==> src/rtl/bit_stuff_up.sv <==
// Upstream bit stuffer and NRZI line encoder: takes one packet bit per bit-time strobe,
// inserts a 0 after STUFF_LEN consecutive 1s, drives dp/dm and appends SE0,SE0,J.
module bit_stuff_up #(
    parameter int STUFF_LEN = 6
) (
    input  logic clk,
    input  logic rst,
    input  logic en,
    input  logic in_valid,
    input  logic in_data,
    input  logic in_last,
    output logic in_ready,
    output logic dp,
    output logic dm,
    output logic tx_active,
    output logic stuffed,
    output logic underrun
);

    localparam logic [2:0] S_IDLE  = 3'd0;
    localparam logic [2:0] S_DATA  = 3'd1;
    localparam logic [2:0] S_STUFF = 3'd2;
    localparam logic [2:0] S_EOP1  = 3'd3;
    localparam logic [2:0] S_EOP2  = 3'd4;
    localparam logic [2:0] S_EOPJ  = 3'd5;

    localparam logic [3:0] STUFF_CNT = 4'(STUFF_LEN);

    logic [2:0] state, state_n;
    logic [3:0] ones_cnt, ones_n;
    logic       level, level_n;   // NRZI level, 1 = J
    logic       pend_stuff, pend_stuff_n;
    logic       pend_eop, pend_eop_n;
    logic       dp_n, dm_n, tx_n, stuffed_n, underrun_n;
    logic       accept;

    // STUFF behaves as DATA on its strobe, so the bit following a stuff bit is taken there.
    assign in_ready = en & (state == S_IDLE || state == S_DATA || state == S_STUFF)
                      & ~pend_stuff & ~pend_eop;

    always_comb begin
        // NOTE: every variable gets a default first so no path leaves it unassigned (no latches).
        state_n      = state;
        ones_n       = ones_cnt;
        level_n      = level;
        pend_stuff_n = pend_stuff;
        pend_eop_n   = pend_eop;
        dp_n         = dp;
        dm_n         = dm;
        tx_n         = tx_active;
        stuffed_n    = stuffed;
        underrun_n   = 1'b0;
        accept       = 1'b0;

        if (en) begin
            stuffed_n = 1'b0;
            case (state)
                S_IDLE: accept = in_valid;
                S_DATA, S_STUFF: begin
                    if (pend_stuff) begin
                        level_n      = ~level;
                        dp_n         = ~level;
                        dm_n         = level;
                        stuffed_n    = 1'b1;
                        ones_n       = 4'd0;
                        pend_stuff_n = 1'b0;
                        state_n      = S_STUFF;
                    end else if (pend_eop) begin
                        pend_eop_n = 1'b0;
                        dp_n       = 1'b0;
                        dm_n       = 1'b0;
                        state_n    = S_EOP1;
                    end else if (in_valid) begin
                        accept = 1'b1;
                    end else begin
                        underrun_n = 1'b1;
                        dp_n       = 1'b0;
                        dm_n       = 1'b0;
                        state_n    = S_EOP1;
                    end
                end
                S_EOP1: state_n = S_EOP2;
                S_EOP2: begin
                    dp_n    = 1'b1;
                    dm_n    = 1'b0;
                    state_n = S_EOPJ;
                end
                S_EOPJ: begin
                    tx_n         = 1'b0;
                    ones_n       = 4'd0;
                    level_n      = 1'b1;
                    pend_stuff_n = 1'b0;
                    pend_eop_n   = 1'b0;
                    state_n      = S_IDLE;
                end
                default: begin
                    dp_n    = 1'b1;
                    dm_n    = 1'b0;
                    tx_n    = 1'b0;
                    level_n = 1'b1;
                    state_n = S_IDLE;
                end
            endcase

            if (accept) begin
                level_n    = in_data ? level : ~level;
                dp_n       = level_n;
                dm_n       = ~level_n;
                tx_n       = 1'b1;
                pend_eop_n = in_last;
                state_n    = S_DATA;
                if (in_data) begin
                    ones_n = ones_cnt + 4'd1;
                    if (ones_n == STUFF_CNT) pend_stuff_n = 1'b1;
                end else begin
                    ones_n = 4'd0;
                end
            end
        end
    end

    always_ff @(posedge clk) begin
        // NOTE: state updates use non-blocking assignments so all registers see pre-edge values.
        if (rst) begin
            state      <= S_IDLE;
            ones_cnt   <= 4'd0;
            level      <= 1'b1;
            pend_stuff <= 1'b0;
            pend_eop   <= 1'b0;
            dp         <= 1'b1;
            dm         <= 1'b0;
            tx_active  <= 1'b0;
            stuffed    <= 1'b0;
            underrun   <= 1'b0;
        end else begin
            state      <= state_n;
            ones_cnt   <= ones_n;
            level      <= level_n;
            pend_stuff <= pend_stuff_n;
            pend_eop   <= pend_eop_n;
            dp         <= dp_n;
            dm         <= dm_n;
            tx_active  <= tx_n;
            stuffed    <= stuffed_n;
            underrun   <= underrun_n;
        end
    end

endmodule

==> config.mk <==
export PLATFORM = sky130hd
export DESIGN_NAME = bit_stuff_up
export DESIGN_NICKNAME = d
export VERILOG_FILES = /design/src/rtl/bit_stuff_up.sv
export SDC_FILE = /design/constraint.sdc
export NUM_CORES = 1
export LEC_CHECK = 0
export BUFFER_PORTS_ARGS = -buffer_cell sky130_fd_sc_hd__buf_4
export CORE_UTILIZATION = 46
export CTS_BUF_LIST = sky130_fd_sc_hd__clkbuf_8
export DETAILED_ROUTE_END_ITERATION = 6
export PLACE_DENSITY = 0.68
export SYNTH_ARGS = -nofsm -noshare
export SYNTH_HDL_FRONTEND = slang
export SYNTH_SLANG_ARGS = --single-unit
export TNS_END_PERCENT = 5
==> constraint.sdc <==
create_clock -name clk -period 1.8 [get_ports clk]
set_clock_uncertainty 0.15 [all_clocks]
set_input_delay 0.18 -clock clk [delete_from_list [all_inputs] [get_ports clk]]
set_output_delay 0.18 -clock clk [all_outputs]
set_load 0.05 [all_outputs]
After elaboration in Yosys (flattened, before gate mapping)

Index checks and enable logic that the tools add are counted.
W data, S select, Z words.

$add $sub $neg: 1
Eq/ne operators: 13
Mux-type cells: 38
Bitwise logic cells: 9
Reduce and logical (&&, ||, !) cells: 16

Operators by type and width:

| cell                  | count |
|---|---|
| $mux W1               | 24 |
| $reduce_and A3 Y1     | 5 |
| $mux W3               | 4 |
| $mux W4               | 3 |
| $pmux W3 S4           | 1 |
| $pmux W1 S2           | 5 |
| $reduce_or A5 Y1      | 2 |
| $reduce_or A3 Y1      | 3 |
| $ne A2 B1 Y1 const B  | 4 |
| $pmux W4 S2           | 1 |
| $eq A3 B2 Y1 const B  | 2 |
| $eq A3 B3 Y1 const B  | 2 |
| $ne A3 B3 Y1 const B  | 2 |
| $not A1 Y1            | 6 |
| $ne A5 B5 Y1 const B  | 1 |
| $add A4 B1 Y4 const B | 1 |
| $eq A4 B3 Y1 const B  | 1 |
| $and A1 B1 Y1         | 3 |
| $eq A3 B1 Y1 const B  | 1 |
| $logic_not A3 Y1      | 1 |
| $reduce_bool A3 Y1    | 1 |
| $logic_or A1 B1 Y1    | 2 |
| $reduce_and A2 Y1     | 1 |
| $reduce_or A2 Y1      | 1 |

Flip-flop bits (word level): 15
Bits of input ports: 6
Output and inout port bits: 6
Word-level logic and storage cells: 87

Logic depth before layout (Yosys ltp)

Gate-level depths: netlist of the first run.

Depth after elaboration: 7
Depth in mapped cells: 5
Depth with buffers taken out: 5

Worst setup path before layout of the first run

OpenSTA, ideal clock, no wires.

Path type: register -> register
From: reg pend_stuff
To: reg level
Library setup time: 0.122 ns
Arrival: 1.528 ns
Required time: 1.528 ns
Path slack: 0.000 ns
Cell stages (with the launch flop): 6
Path buffers: 1
Period minus slack after synthesis: 1.800 ns
Cells stage by stage: dfxtp_1 > buf_2 > a211oi_1 > o21ai_1 > a221o_1 > a221o_1

Cells in the longest elaborated chain, start to end: 5
Elaborated cells between the ends (all ways): 7
Those cells by class: eq/ne: 2; mux: 4; reduce/logical: 1

Ends and longest elaborated chain:

| item                                                          | line | text |
|---|---|---|
| start: declaration                                            | 32   | `logic pend_stuff, pend_stuff_n;` |
| start signal: assignment                                      | 139  | `pend_stuff <= pend_stuff_n;` |
| $mux W1                                                       | 60   | `if (pend_stuff) begin` |
| $pmux W1 S2                                                   | 57   | `case (state)` |
| $mux W1                                                       | 55   | `if (en) begin` |
| $ne A3 B3 Y1 (no source line) or $ne A2 B1 Y1 (tied branches) | n/a  |  |
| $reduce_and A3 Y1 (no source line)                            | n/a  |  |
| end signal: assignment                                        | 138  | `level <= level_n;` |
| end: declaration                                              | 31   | `logic level, level_n;` |

Parallel ways exist; a longest one is shown, timed or not. The select of a mux whose other input is x is not followed.
A chain may end at the register's enable or synchronous reset.

Worst setup path in the final report of the first run

From: reg state[0]
To: reg level

Cells in the longest elaborated chain, start to end: 6
Elaborated cells between the ends (all ways): 14
Those cells by class: eq/ne: 6; mux: 4; reduce/logical: 4

Ends and longest elaborated chain:

| item                                                          | line | text |
|---|---|---|
| start: declaration                                            | 29   | `logic [2:0] state, state_n;` |
| start signal: assignment                                      | 136  | `state <= state_n;` |
| $eq A3 B1 Y1 or $eq A3 B2 Y1 (tied branches)                  | 57   |  |
| $reduce_or A2 Y1                                              | 57   |  |
| $pmux W1 S2                                                   | 57   |  |
| $mux W1                                                       | 55   |  |
| $ne A3 B3 Y1 (no source line) or $ne A2 B1 Y1 (tied branches) | n/a  |  |
| $reduce_and A3 Y1 (no source line)                            | n/a  |  |

Parallel ways exist; a longest one is shown, timed or not. The select of a mux whose other input is x is not followed.

==> flow_summary_export.csv, run 1 <==
group,metric,value,unit
die,boundaryPins,12,
route,drt_pass1_iterations,4,
sta,max_slew_margin,78.2,%
finish,syn_to_final_growth,31.0,%
finish,drive_above_1_share,28.7,%
die,die_area,2290,um^2
die,dieHeight,47.9,um
logic_synthesis,synthCells,123,
finish,final_core_util,64.6,%
die,start_util,49.3,%
power_and_ir_drop,ir_drop,0.000412,V
critical_path,path_cells,"xnor2_2 -> or3_1 -> a221o_1 -> a221o_1",
route,first_iter_violations,51,
route,wl_per_cell,15.4,um
route,postRouteAntennaNets,0,
global_route,grt_pass1_wl,4080,um
logic_synthesis,netlist-cell-type-count,44,
logic_synthesis,ys.flop_type,"dfxtp_1",
sta,fin_crit,1820,ps
critical_path,critical_path.top_delay_family,"compound AO/OA/AOI/OAI gates",
route,via_count,1037,
power_and_ir_drop,p_int,0.590,mW
cts,clock_path_buffers,2,
route,viasPerCell,5.86,
min_path,hold_class,"primary input to flop",
sta,rsz0062_at_grt,"true",
global_route,grt_max_degree,19,
power_and_ir_drop,p_per_area,667,nW/um^2
die,core_area,1960,um^2
place,dpl-instance-area,1180,um^2
logic_synthesis,yosys.area.top_type_share,31.0,%
critical_path,crit_top_cell,"a221o_1",
sta,fin_crit_sh,101,%
power_and_ir_drop,p_sw_share,30.2,%
critical_path,crit_path_end_kind,"flop",
critical_path,critical_path_class,"flop to flop",
logic_synthesis,synth_edf_count,0,
route,drcViolationCount,0,
critical_path,cpMaxStageDelayCell,"or3_1",
cts,clock_latency,250,ps
global_route,antenna_found_initial,0,
finish,fin_nets,159,
finish,fillCellCount,182,
critical_path,timing.rr.start,"state[0]",
sta,setup_ws,-17.6,ps
finish,design_area,1270,um^2
cts,cts.sinks,15,
critical_path,crit_required,1790,ps
logic_synthesis,synth.largest_area_cell,"dfxtp_1",
cts,clk_pin_slew,60,ps
cts,cts_inserted_buffers,3,
place,gp_congestion,0.865,
logic_synthesis,ys_seq_area_share,31.0,%
logic_synthesis,postSynth.asyncResetShare,0,%
power_and_ir_drop,leakagePower,0.498,nW
sta,fmax,0.550,GHz
cts,clockRootBuffer,"clkbuf_8",
run,drv_cap,0,
sta,slew_viol_final,0,
power_and_ir_drop,p_comb_share,24.6,%
finish,diodes,0,
cts,cts_max_level,1,
critical_path,critPathLaunch,"state[0]",
critical_path,critPathMaxStageDelay,400,ps
logic_synthesis,synth_nets,131,
power_and_ir_drop,finalPower,0.846,mW
status,failed_checks,"negative setup slack",
logic_synthesis,synth_warnings,0,
global_route,grt_pass1_vias,916,
logic_synthesis,syn_area,967,um^2
place,port_buffers,11,
finish,layout_common_cells,"27 x buf_4, 13 x dfxtp_1, 11 x inv_1, 11 x a21oi_1, 9 x nor2_1",
die,die_w,47.9,um
place,placed_cells,171,
logic_synthesis,syn_area_per_cell,7.86,um^2
critical_path,cp_max_fo,7,
place,dp_hpwl,1950,um
status,outcome,"finished, violations left",
critical_path,worst-path-buf-inv,0,
global_route,gr-usage-all-layers,26.1,%
cts,tritoncts,"done",
route,wl,2730,um
power_and_ir_drop,power.share.clock,33.0,%
power_and_ir_drop,p_seq_share,42.4,%
sta,finalSetupViolations,1,
min_path,hp-start,"in_last",
power_and_ir_drop,netSwitchingPower,0.255,mW
critical_path,startpoint_type,"flop",
logic_synthesis,ys_top_cells_by_area,"dfxtp_1 31%, a21oi_1 5.7%, inv_1 4.3%",
global_route,grt_overflow_total,0,
finish,final_common_cell,"buf_4",
logic_synthesis,synth-seq-cells,15,
critical_path,worstPathArrival,1810,ps
finish,final_cells,177,
die,row_count,16,
critical_path,r2r_slack,-20,ps
sta,hold_violations,0,
sta,tightest_slew,327,ps
==> cells by family after synthesis <==
logic type	share of synthesized area, %
AOI/OAI and AO/OA	31.8
adders and majority gates	2.59
muxes	1.03
DFF	31.0
and+or+nand+nor	22.6
xor gates and xnor gates	2.59
buffers and inverters	8.28
==> power groups by stage <==
stage	sequential, mW	combinational [mW]	clock, mW
2_1_floorplan	0.378	0.103	0
3_3_place_gp	0.364	0.192	0
3_5_place_dp	0.365	0.193	0
4_1_cts	0.360	0.198	0.282
5_1_grt	0.361	0.224	0.294
6_report	0.359	0.208	0.279
==> stage by stage <==
| step | TNS, ps | hold WS (ps) | setup slack, ps |
|---|---|---|---|
| after global placement | -5.20 | 236 | -5.20 |
| after CTS | 0 | 36.9 | 8.01 |
| after global routing | -173 | 65.3 | -75.0 |
| after floorplan | 0 | 102 | 4.51 |
| final | -17.6 | 42.3 | -17.6 |
| after detailed placement | -55.1 | 247 | -52.3 |
==> worst min-delay path, cell delays in order <==
cell     delay [ps]
buf_4            80
nand2_1          40
o32ai_1         100
==> layer usage <==
layer	wire length [um]	share of wire, %	track usage [%]	up-vias
met3	220	8.1	5.28	7
met4	44	1.6	10.0	0
met2	1250	46	40.0	48
li1	-	-	-	506
met1	1220	45	35.9	476
met5	0	0	0	-
==> final cells by class <==
cell class	instances	area [um^2]	share of cell area, %
clock buffer	3	41.3	3.26
multi-input combinational	90	606	47.8
sequential	15	305	24.1
timing repair buffer	30	235	18.6
clock inverter	1	5.00	0.395
tap	27	33.8	2.67
inverter	11	41.3	3.26
==> state kept, by name, indices dropped and copies added, names as in the netlist <==
name	cells
stuffed	1
ones_cnt	4
level	1
dp	1
pend_stuff	1
dm	1
tx_active	1
pend_eop	1
underrun	1
state	3
==> what timing repair did <==
action / 4_1_cts / 5_1_grt
buffers inserted: 0 / 1
hold buffers: 1 / 0
endpoints found under the hold margin: 1 / 0
pin swaps: 1 / 6
resized for setup: 3 / 7
setup endpoints to repair: 4 / 6
==> cell usage after synthesis (3+ instances only) <==
cell and count:
o32ai_1 3, nand3_1 3, a211oi_1 4, or3_1 4
o21ai_0 6, a21oi_1 11, inv_1 11, nand2b_1 4
clkbuf_1 3, nand2_1 7, nor2_1 10, dfxtp_1 15
==> final timing paths <==
kind,endpoint,depth (start not counted)
min,pend_eop,3
max reg2reg,level,4
min reg2reg,dm,2
max,level,4
Power figures use the tool's default switching activity.
==> run 2: changes to the inputs <==
Settings changed: BUFFER_PORTS_ARGS -buffer_cell sky130_fd_sc_hd__buf_4 to not set, DONT_BUFFER_PORTS set to 1, GPL_TIMING_DRIVEN set to 0, PLACE_DENSITY 0.68 to not set.
==> flow_summary_export.csv, run 2 (synthesis gave the netlist of run 1 again) <==
group,metric,value,unit
sta,setup_ws,-92.6,ps
route,viasPerCell,6.20,
global_route,antenna_found_initial,0,
cts,clock_latency,250,ps
power_and_ir_drop,leakagePower,0.397,nW
cts,clk_pin_slew,60,ps
global_route,gr-usage-all-layers,24.9,%
global_route,grt_max_degree,11,
finish,diodes,0,
global_route,met2_usage,37.8,%
finish,top_regs,"ones_cnt (4), state (3)",
cts,cts.sinks,15,
die,start_util,49.3,%
place,port_buffers,0,
critical_path,critical_path_class,"flop to flop",
sta,slew_viol_final,0,
cts,post-cts-setup-buffers,0,
route,first_iter_violations,61,
run,drv_cap,0,
critical_path,startpoint_type,"flop",
cts,clock_path_buffers,2,
status,outcome,"finished, violations left",
finish,top_register,"ones_cnt",
critical_path,crit_path_end_kind,"flop",
finish,syn_to_final_growth,19.3,%
cts,tritoncts,"done",
finish,fin_nets,139,
place,placed_cells,150,
sta,fin_crit_sh,105,%
finish,drive_above_1_share,16.2,%
sta,hold_violations,0,
cts,cts_inserted_buffers,3,
sta,fmax,0.528,GHz
sta,max_slew_margin,65.8,%
sta,tightest_slew,512,ps
finish,layout_common_cells,"13 x dfxtp_1, 12 x inv_1, 10 x a21oi_1",
critical_path,worstPathArrival,1880,ps
power_and_ir_drop,p_per_area,696,nW/um^2
die,die_w,47.9,um
route,wl_per_cell,15.6,um
place,gp_congestion,0.921,
route,drt_pass1_iterations,4,
global_route,grtUsageMet3,4.53,%
cts,clockRootBuffer,"clkbuf_8",
route,via_count,974,
critical_path,crit_required,1790,ps
place,dp_hpwl,1720,um
global_route,grt_pass1_wl,3950,um
sta,finalSetupViolations,2,
sta,fin_crit,1890,ps
route,postRouteAntennaNets,0,
critical_path,cp_max_fo,10,
route,drcViolationCount,0,
power_and_ir_drop,ir_drop,0.000422,V
finish,final_cells,157,
die,core_area,1960,um^2
finish,final_core_util,58.8,%
route,wl,2440,um
sta,rsz0062_at_grt,"true",
die,die_area,2290,um^2
min_path,hold_class,"primary input to flop",
die,row_count,16,
status,failed_checks,"negative setup slack",
global_route,grt_busiest_layer,"met2",
die,dieHeight,47.9,um
finish,final_common_cell,"dfxtp_1",
global_route,grt_pass1_vias,840,
die,boundaryPins,12,
global_route,gr-usage-met1,34.5,%
cts,cts_max_level,1,
finish,fillCellCount,201,
finish,largest_reg_flops,4,
global_route,grt_overflow_total,0,
==> run 2: metal layers <==
metal	up-vias	share of wire, %
li1	465	-
met2	37	46
met1	463	47
met5	-	0
met4	0	1.8
met3	9	6.2
==> run 2: report_power, final <==
group          switching (mW)  internal (mW)
combinational          0.0889         0.0667
sequential             0.0319          0.343
clock                   0.121          0.151
total                   0.242          0.561
==> run 2: repair_timing <==
action                     CTS  global route
hold buffers                 3             0
hold endpoints to repair     3             0
gates resized for setup      6            13
pin swaps                    0             2
setup endpoints to repair    5             8
==> run 2: critical path: stages, from the launching register on <==
cell	delay (ps)
dfxtp_4	360
buf_8	140
xnor2_4	130
or3_4	370
a221o_1	320
a221o_1	290
==> run 2: worst paths after layout <==
check	slack [ps]	endpoint	start	cells after the start
setup / recovery	-90	level	state[0]	5
hold / removal	40	pend_stuff	en	2
setup reg to reg	-90	level	state[0]	5
hold reg to reg	370	ones_cnt[3]	ones_cnt[3]	2
==> run 2: final cells by class <==
class                           instances  area, um^2  share of cell area, %
Multi-Input combinational cell         90         644                   55.9
Sequential cell                        15         308                   26.7
Buffer                                  7        51.3                   4.45
Clock buffer                            3        41.3                   3.58
Inverter                               11        41.3                   3.58
Tap cell                               27        33.8                   2.93
Timing Repair Buffer                    3        30.0                   2.60
Clock inverter                          1        3.75                  0.325
==> run 2: through the flow <==
step	setup TNS [ps]	hold WS [ps]	power, mW	setup slack [ps]	cell area (um^2)
3_3_place_gp	-248	106	0.507	-97.7	1010
5_1_grt	-201	69.0	0.844	-114	1150
2_1_floorplan	0	102	0.481	4.51	972
4_1_cts	-136	45.7	0.788	-103	1100
6_report	-115	38.6	0.803	-92.6	1150
3_5_place_dp	-276	110	0.507	-94.4	1010
